File: src/rtl/fpga_tile_cfg.sv
// Logic tile: N_BLE K-LUT BLEs behind a local crossbar, with a
// double-buffered configuration loaded over a valid/ready word port.
module fpga_tile_cfg #(
    parameter int K     = 4,
    parameter int N_BLE = 4,
    parameter int N_IN  = 8,
    parameter int CFG_W = 8
) (
    input  logic             clk,
    input  logic             reset,
    input  logic [N_IN-1:0]  tile_in,
    output logic [N_BLE-1:0] ble_out,
    input  logic             cfg_start,
    input  logic [CFG_W-1:0] cfg_data,
    input  logic             cfg_valid,
    output logic             cfg_ready,
    output logic             cfg_done,
    output logic             configured
);

    localparam int LUT_N    = 1 << K;
    localparam int SEL_W    = $clog2(N_IN + N_BLE);
    localparam int SRC_N    = 1 << SEL_W;
    localparam int PB       = LUT_N + 1 + K * SEL_W;
    localparam int CFG_BITS = N_BLE * PB;
    localparam int WORDS    = (CFG_BITS + CFG_W - 1) / CFG_W;
    localparam int SH_W     = WORDS * CFG_W;
    localparam int CNT_W    = $clog2(WORDS + 1);

    localparam logic [CNT_W-1:0] LAST = CNT_W'(WORDS - 1);

    localparam logic [1:0] S_IDLE   = 2'd0;
    localparam logic [1:0] S_LOAD   = 2'd1;
    localparam logic [1:0] S_COMMIT = 2'd2;
    localparam logic [1:0] S_RUN    = 2'd3;

    logic [1:0]          state_q, state_d;
    logic [CNT_W-1:0]    cnt_q, cnt_d;
    logic [SH_W-1:0]     shadow_q, shadow_d;
    logic [CFG_BITS-1:0] active_q;
    logic [N_BLE-1:0]    ble_q;
    logic                done_q;
    logic                cfgd_q;
    logic                commit;
    logic                accept;
    logic [N_BLE-1:0]    lut_o;
    logic [SRC_N-1:0]    src;

    assign cfg_ready  = (state_q == S_LOAD) && !cfg_start;
    assign accept     = cfg_valid && cfg_ready;
    assign cfg_done   = done_q;
    assign configured = cfgd_q;

    always_comb begin
        state_d  = state_q;
        cnt_d    = cnt_q;
        shadow_d = shadow_q;
        commit   = 1'b0;
        case (state_q)
            S_IDLE, S_RUN: begin
                if (cfg_start) begin
                    state_d = S_LOAD;
                    cnt_d   = '0;
                end
            end
            S_LOAD: begin
                if (cfg_start) begin
                    cnt_d = '0;
                end else if (accept) begin
                    shadow_d = {shadow_q[SH_W-CFG_W-1:0], cfg_data};
                    if (cnt_q == LAST) begin
                        state_d = S_COMMIT;
                        cnt_d   = '0;
                        commit  = 1'b1;
                    end else begin
                        cnt_d = cnt_q + 1'b1;
                    end
                end
            end
            S_COMMIT: state_d = S_RUN;
            default:  state_d = S_IDLE;
        endcase
    end

    // Commit happens on the edge that accepts the last word, so the
    // new config is already live during the cfg_done cycle.
    always_ff @(posedge clk) begin
        if (reset) begin
            state_q  <= S_IDLE;
            cnt_q    <= '0;
            shadow_q <= '0;
            active_q <= '0;
            ble_q    <= '0;
            done_q   <= 1'b0;
            cfgd_q   <= 1'b0;
        end else begin
            state_q  <= state_d;
            cnt_q    <= cnt_d;
            shadow_q <= shadow_d;
            done_q   <= commit;
            if (commit) begin
                active_q <= shadow_d[CFG_BITS-1:0];
                cfgd_q   <= 1'b1;
                ble_q    <= '0;
            end else if (cfgd_q) begin
                ble_q <= lut_o;
            end
        end
    end

    always_comb begin
        src                = '0;
        src[N_IN-1:0]      = tile_in;
        src[N_IN +: N_BLE] = ble_q;
    end

    for (genvar j = 0; j < N_BLE; j++) begin : g_ble
        logic [LUT_N-1:0] tbl;
        logic             ff_en;
        logic [K-1:0]     x;

        assign tbl   = active_q[j*PB +: LUT_N];
        assign ff_en = active_q[j*PB + LUT_N];

        for (genvar i = 0; i < K; i++) begin : g_sel
            logic [SEL_W-1:0] sel;
            assign sel  = active_q[j*PB + LUT_N + 1 + i*SEL_W +: SEL_W];
            assign x[i] = src[sel];
        end

        assign lut_o[j]   = tbl[x];
        assign ble_out[j] = cfgd_q & (ff_en ? ble_q[j] : lut_o[j]);
    end

endmodule

File: config.mk
export PLATFORM = sky130hd
export DESIGN_NAME = fpga_tile_cfg
export DESIGN_NICKNAME = d
export VERILOG_FILES = /design/src/rtl/fpga_tile_cfg.sv
export SDC_FILE = /design/constraint.sdc
export NUM_CORES = 1
export LEC_CHECK = 0
export CAP_MARGIN = 5
export CORE_MARGIN = 2
export CORE_UTILIZATION = 56
export DETAILED_ROUTE_END_ITERATION = 8
export PLACE_DENSITY = 0.76
export SETUP_SLACK_MARGIN = 0.15
export SYNTH_ARGS = -nofsm -noshare
export SYNTH_HDL_FRONTEND = slang
export SYNTH_SLANG_ARGS = --single-unit
File: constraint.sdc
create_clock -name clk -period 2.7 [get_ports clk]
set_input_delay 0.54 -clock clk [delete_from_list [all_inputs] [get_ports clk]]
set_output_delay 0.54 -clock clk [all_outputs]
set_load 0.1 [all_outputs]
==> results of run 1 <==
-- report_power, final --
group	switching (mW)	internal [mW]	leakage (nW)
logic	0.426	0.288	2.20
clock network	1.56	2.24	0.451
registers	0.0219	3.99	2.17
-- routing by layer --
metal	vias to the layer above	track usage [%]	wire length, µm
met2	318	45.1	14600
met1	4881	34.9	12700
met5	-	0	0
li1	4914	-	-
met3	83	4.16	1690
met4	0	10.4	1160
-- flip-flops by register name (all words and copies together), names as in the netlist --
| register | count |
|---|---|
| ble_q | 4 |
| cnt_q | 5 |
| shadow_q | 124 |
| cfg_done | 1 |
| active_q | 132 |
| configured | 1 |
| state_q | 2 |
-- cell type report --
class / count / share of cell area [%]
clock buffers: 40 / 5.90
clock inverters: 9 / 0.654
inverters: 11 / 0.292
multi-input cells: 1041 / 43.1
flip-flops and latches: 269 / 38.2
well taps: 275 / 2.43
repair buffers: 122 / 9.41
-- final timing paths --
kind	startpoint	to	slack, ns
worst min-delay path	reset	shadow_q[77]	0.44
worst min register to register	shadow_q[120]	active_q[128]	0.45
worst max register to register	ble_q[1]	ble_q[0]	-0.16
worst max-delay path	ble_q[1]	ble_out[0]	-0.88
-- worst max-delay path, stage by stage, from the launching register on --
cell and delay [ns]:
dfxtp_4 0.39, buf_6 0.14, mux2i_2 0.08, a222oi_1 0.38, and3_4 0.33, mux2_4 0.31
o22a_1 0.19, a32o_2 0.26, a41o_4 0.25, buf_12 0.16
-- synth_stat cells (all sizes together) (6+ instances only) --
cell,n,share of area (%)
and3,13,0.69
nand2,532,17
o22a,9,0.67
mux2,16,1.5
and2,10,0.53
o21ai,6,0.25
buf,18,0.91
nand3b,13,0.83
dfxtp,269,46
inv,11,0.35
mux4,36,7.5
nor2b,11,0.58
a21oi,263,11
a32o,8,0.70
nor2,18,0.57
mux2i,55,5.1
clkbuf,91,2.9
-- per-stage QoR --
stage / cells / power, mW / instance area, µm²
5_1_grt: 1767 / 8.82 / 14200
2_1_floorplan: 1430 / 4.54 / 11900
3_5_place_dp: 1697 / 4.77 / 12900
4_1_cts: 1762 / 8.56 / 14100
3_3_place_gp: 1697 / 4.76 / 12900
6_report: 1767 / 8.53 / 14200
-- cell families after synthesis --
family | after synthesis
and+or+nand+nor | 624
AOI/OAI and AO/OA | 303
adders and majority gates | 3
muxes | 107
xor gates and xnor gates | 4
buffers and inverters | 120
DFF | 269
-- what timing repair did --
| item | in CTS | in global routing |
|---|---|---|
| pin swaps | 18 | 13 |
| setup endpoints to repair | 8 | 8 |
| cloned | 1 | 0 |
| resized for setup | 52 | 12 |
| buffers inserted | 15 | 5 |
==> summary.txt, run 1 <==
TIMING
-------------------------------------------------------------------------------------
Hold Slack                                                                   0.438 ns
Transition at the pin with the smallest max-transition slack                 0.722 ns
Final setup violation count                                                         5
Min cycle time layout                                                         3.58 ns
Post-route setup slack                                                      -0.877 ns
RSZ-0062 raised after global routing                                              yes
Final hold violations                                                               0
Total negative slack for setup checks                                        -3.50 ns
Tcrit/Tclk final                                                                 132%
Maximum operating frequency                                                   280 MHz
Max-slew headroom at the worst pin                                              51.8%
Layout Skew                                                                 0.0116 ns
Slew Viols, Final                                                                   0

GRT
-------------------------------------------------------------------------------------
Pin count of the biggest net entering global routing                              152
Number of global-route vias before repair                                        9455
Antenna violations before repair                                                    0
Overall track demand over capacity in global routing                            26.8%
Total congestion overflow                                                           0
Global-route wire length before repair                                       48300 µm

PLACED DESIGN
-------------------------------------------------------------------------------------
Half-perimeter wire length after detailed placement                          18800 µm
Placement-stage worst setup slack                                           -0.971 ns
Count of buffers inserted at the top-level ports                                   26
Gpl congestion                                                                  0.868

POWER AND IR DROP
-------------------------------------------------------------------------------------
Pwr Density                                                                603 mW/mm²
Worst VDD drop                                                                 459 µV
Cell leakage power                                                            4.82 nW

CLOCKING
-------------------------------------------------------------------------------------
# clock sinks                                                                     269
Number of buffers inserted by hold repair at cts                                    0
Master cell of the clock root buffer                                        clkbuf_16
Number of buffers created by CTS                                                   28
Max Buffers Root-to-Sink                                                            3
Count of H-tree levels built during CTS                                             1
Clock-pin transition on the worst setup and hold timing paths                 0.06 ns
CTS tree                                                                          yes
Skew-Pair Late Insertion Delay                                                0.54 ns

LOGIC SYNTHESIS
-------------------------------------------------------------------------------------
Count of flip-flops with a built-in enable after synthesis                          0
Post-synthesis instance total                                                    1430
Number of synthesis warnings                                                        0
Sequential area share after synthesis                                           45.6%
Post-Synthesis Net Count                                                         1453
Multiplexer fraction of the synthesized cell area                               14.1%
Post-Synth XOR/XNOR Area                                                       0.297%
Simple-gate area share of the yosys netlist                                     21.5%
Compound-Gate Fraction of Synth Area                                            14.1%
Mean post-synth cell area                                                    8.26 µm²
Most common flop cell mapped by yosys                                         dfxtp_1
Seq cells post-synth                                                              269
Post-synthesis async set-or-reset flop share                                       0%
Mapped cell area                                                           0.0118 mm²
Adder-cell share of the synthesized area                                       0.318%
Post-synthesis cell type count                                                     40
Main combinational cell family by area after synthesis                   simple AND/OR/NAND/NOR gates

CELLS AND AREA
-------------------------------------------------------------------------------------
Synthesis-to-layout area growth                                                 19.8%
Final-layout fill cell count                                                     1650
Most frequent standard cell in the layout excluding fill and tap cells        nand2_1
Footprint of the flip-flops and latches                                   0.00541 mm²
Area used by multi-input combinational logic                              0.00610 mm²
Util after Layout                                                               67.8%
Fraction of final layout cells sized beyond drive strength 1                    15.1%
Commonest non-fill, non-tap cells in the layout                          nand2_1 (530), a21oi_1 (263), dfxtp_1 (261)
Diode count                                                                         0
Final layout net count                                                           1496

FLOORPLANNING
-------------------------------------------------------------------------------------
Number of cell rows                                                                53
Starting density of the core                                                    56.6%
Total die area                                                             0.0223 mm²
Ports                                                                              27
Area of the core                                                           0.0209 mm²
Chip width                                                                     149 µm
Vertical extent of the die                                                     149 µm

MIN PATH
-------------------------------------------------------------------------------------
Count of cells along the worst hold path                                            2
Worst hold-check path type                                               input port to flop

ROUTING
-------------------------------------------------------------------------------------
DRC violation count after routing                                                   0
Total routed wirelength                                                      30200 µm
Average via count per standard cell                                              5.77
Remaining antenna violation count                                                   0
Vias                                                                            10200
Wire length per cell                                                          17.1 µm
1st-iter DRT viols                                                                970
Number of optimization iterations in the first detailed-route pass                  7

CRITICAL PATH
-------------------------------------------------------------------------------------
Data arrival time of the worst path                                           3.04 ns
Biggest fanout along the worst timing path                                          5
CP required                                                                   2.16 ns
Cell depth of the worst flop-to-flop path                                          12
Endpoint class of the critical path                                        output pin
Critical path start-end classification                                   flop to output pin
Setup crit start kind                                                            flop

STATUS
-------------------------------------------------------------------------------------
Outcome                                                                  finished, violations left
Violated checks                                                          negative setup slack

RUN
-------------------------------------------------------------------------------------
Max-cap violations                                                                  0

Power figures use the tool's default switching activity.
==> run 2: changes to the inputs <==
--- a/config.mk
+++ b/config.mk
@@ -7,9 +7,9 @@
 export LEC_CHECK = 0
 export CAP_MARGIN = 5
 export CORE_MARGIN = 2
-export CORE_UTILIZATION = 56
+export CORE_UTILIZATION = 60
 export DETAILED_ROUTE_END_ITERATION = 8
-export PLACE_DENSITY = 0.76
+export PLACE_DENSITY = 0.77
 export SETUP_SLACK_MARGIN = 0.15
 export SYNTH_ARGS = -nofsm -noshare
 export SYNTH_HDL_FRONTEND = slang
==> constraint.sdc (replaced) <==
create_clock -name clk -period 3.35 [get_ports clk]
set_input_delay 0.67 -clock clk [delete_from_list [all_inputs] [get_ports clk]]
set_output_delay 0.67 -clock clk [all_outputs]
set_load 0.1 [all_outputs]
==> run 2 against run 1 <==
  * Non-clock buffer count fell by 7
  * Clock-buffer cell count stayed put
  * Largest cell class unchanged
  * The run still ends with negative setup slack left
  * Clock skew down 0.0026 ns
  * Combinational power shrank 15%
  * Flip-flop and latch count unchanged
  * Wire length grew 6.8%
  * Cell count fell by 1.1%
==> summary.txt, run 2 (synthesis results as in run 1) <==
GRT
-------------------------------------------------------------------------------------
Global-route wire length before repair                                       51400 µm   +6.6%
Total congestion overflow                                                           0   unchanged
Number of global-route vias before repair                                        9875   +4.4%
Antenna violations before repair                                                    1   +1
Overall track demand over capacity in global routing                            31.2%   +4.4 points
Pin count of the biggest net entering global routing                              134   -12%

CELLS AND AREA
-------------------------------------------------------------------------------------
Max reg flops                                                                     132   unchanged
Final non-filler cell total                                                      1747   -1.1%
Registers with the most flip-flops                                       active_q: 132 flops, shadow_q: 124 flops, cnt_q: 5 flops
Final-layout fill cell count                                                     1486   -9.9%
Most frequent standard cell in the layout excluding fill and tap cells        nand2_1
Post-route standard cell area excluding fillers                            0.0140 mm²   -0.76%
Final layout net count                                                           1489   -0.47%
Synthesis-to-layout area growth                                                 18.9%
Util after Layout                                                               72.4%   +4.7 points
Fraction of final layout cells sized beyond drive strength 1                    15.5%   +0.38 points
Largest Register                                                             active_q
Commonest non-fill, non-tap cells in the layout                          nand2_1 (529), a21oi_1 (263), dfxtp_1 (262)

FLOORPLANNING
-------------------------------------------------------------------------------------
Number of cell rows                                                                51   -3.8%
Vertical extent of the die                                                     144 µm   -3.3%
Chip width                                                                     144 µm   -3.3%
Starting density of the core                                                    60.9%   +4.3 points
Area of the core                                                           0.0194 mm²   -7.1%
Total die area                                                             0.0208 mm²   -6.5%
Ports                                                                              27   unchanged

CRITICAL PATH
-------------------------------------------------------------------------------------
Biggest fanout along the worst timing path                                          6   +1
Data arrival time of the worst path                                           3.10 ns   +0.06 ns
CP required                                                                   2.68 ns   +0.52 ns
Setup crit start kind                                                            flop
Endpoint class of the critical path                                        output pin
Critical path start-end classification                                   flop to output pin

CLOCKING
-------------------------------------------------------------------------------------
Master cell of the clock root buffer                                        clkbuf_16
Clock-pin transition on the worst setup and hold timing paths                 0.06 ns   about the same
Count of H-tree levels built during CTS                                             1   unchanged
# clock sinks                                                                     269   unchanged
CTS tree                                                                          yes
Skew-Pair Late Insertion Delay                                                0.54 ns   about the same
Max Buffers Root-to-Sink                                                            3   unchanged
Number of buffers inserted by hold repair at cts                                    0   unchanged
Number of buffers created by CTS                                                   28   unchanged

POWER AND IR DROP
-------------------------------------------------------------------------------------
Total net switching power                                                     1.62 mW   -20%
Sw Share                                                                        23.5%   -0.057 points
Total power draw                                                              6.87 mW   -19%
Sequential cell fraction of total power                                         47.1%   about the same
Cell leakage power                                                            4.79 nW   -0.76%
Pwr Density                                                                489 mW/mm²   -19%
Cell Int Power                                                                5.26 mW   -19%
Clock power frac                                                                44.1%   -0.5 points
Combinational share of power                                                     8.8%   +0.4 points
Worst VDD drop                                                                 483 µV   +5.3%

PLACED DESIGN
-------------------------------------------------------------------------------------
Half-perimeter wire length after detailed placement                          17400 µm   -7.6%
Gpl congestion                                                                  0.813   -6.4%
Cell area after placement                                                  0.0126 mm²   -2.4%
Count of buffers inserted at the top-level ports                                   26   unchanged
Cell total after placement                                                       1665   -1.9%

ROUTING
-------------------------------------------------------------------------------------
Vias                                                                            10400   +2.4%
Met2 wirelength from detailed routing                                        14900 µm   +1.9%
Met3 wirelength from detailed routing                                         2460 µm   +46%
Routed length on met1                                                        12800 µm   +0.72%
Number of optimization iterations in the first detailed-route pass                  5   -2
Total routed wirelength                                                      32200 µm   +6.8%
Uppermost routed layer                                                           met4
Wire length per cell                                                          18.4 µm   +8.0%
Remaining antenna violation count                                                   0   unchanged
DRC violation count after routing                                                   0   unchanged
1st-iter DRT viols                                                                955   -1.5%
Average via count per standard cell                                              5.98   +3.6%

TIMING
-------------------------------------------------------------------------------------
RSZ-0062 raised after global routing                                              yes
Final hold violations                                                               0   unchanged
Tcrit/Tclk final                                                                 113%
Max-slew headroom at the worst pin                                              35.7%   -16 points
Layout Skew                                                                0.00899 ns   -0.00262 ns
Final setup violation count                                                         4   -1
Transition at the pin with the smallest max-transition slack                 0.962 ns   +0.240 ns
Maximum operating frequency                                                   265 MHz
Post-route setup slack                                                      -0.420 ns   +0.457 ns
Min cycle time layout                                                         3.77 ns
Slew Viols, Final                                                                   0   unchanged

MIN PATH
-------------------------------------------------------------------------------------
Worst hold-check path type                                               flop to flop

RUN
-------------------------------------------------------------------------------------
Max-cap violations                                                                  0   unchanged

STATUS
-------------------------------------------------------------------------------------
Outcome                                                                  finished, violations left
Violated checks                                                          negative setup slack

-- run 2: cell types whose count changed in the layout (fill, tap and decap cells not counted), moves of 6 or more --
cell and delta:
buf_6 -7, bufbuf_16 +6, buf_12 -8, dlygate4sd2_1 -8, buf_2 +7
-- run 2: path summary, 6_finish.rpt --
check             cells past startpoint  slack, ns             to     startpoint
hold reg to reg                       2       0.45  active_q[131]  shadow_q[123]
hold / removal                        2       0.45  active_q[131]  shadow_q[123]
setup reg to reg                      9       0.75       ble_q[2]       ble_q[1]
setup / recovery                      9      -0.42     ble_out[2]       ble_q[1]
-- run 2: layer usage --
layer	vias to the layer above	track usage, %
met5	-	0
li1	4903	-
met4	0	16.9
met1	4909	40.3
met2	483	50.0
met3	149	5.50
-- run 2: area by class of cell --
| type | count | area (µm²) | share of cell area, % |
|---|---|---|---|
| clock inverters | 5 | 60.1 | 0.428 |
| multi-input cells | 1041 | 6090 | 43.4 |
| clock buffers | 40 | 837 | 5.96 |
| diodes | 1 | 2.50 | 0.0178 |
| repair buffers | 115 | 1280 | 9.12 |
| flip-flops and latches | 269 | 5400 | 38.4 |
| inverters | 11 | 41.3 | 0.294 |
| well taps | 265 | 332 | 2.36 |
-- run 2: stage by stage --
stage | setup slack, ns | TNS [ns] | hold slack (ns)
2_1_floorplan | 0.0145 | 0 | 0.432
3_3_place_gp | -0.539 | -2.06 | 0.436
3_5_place_dp | -0.616 | -2.37 | 0.445
4_1_cts | -0.361 | -1.30 | 0.454
5_1_grt | -0.477 | -1.58 | 0.473
6_report | -0.420 | -1.34 | 0.452
-- run 2: timing repair --
item | 4_1_cts | 5_1_grt
endpoints found under the setup margin | 4 | 4
setup buffers | 26 | 2
gates resized for setup | 71 | 24
cloned | 8 | 0
pin swaps | 17 | 16
-- run 2: critical path, stage by stage (launching register included) --
cell      delay, ns
dfxtp_4        0.41
buf_6          0.13
mux2i_1        0.07
a222oi_1       0.40
and3_4         0.32
mux2_4         0.31
o22a_1         0.19
a32o_2         0.29
a41o_4         0.27
buf_12         0.17
-- run 2: power by group through the flow --
stage / registers (mW) / logic, mW / clock network [mW]
CTS: 3.24 / 0.582 / 3.06
detailed placement: 3.31 / 0.513 / 0
finish: 3.24 / 0.605 / 3.03
global route: 3.24 / 0.648 / 3.19
floorplan: 3.30 / 0.347 / 0
global placement: 3.31 / 0.499 / 0
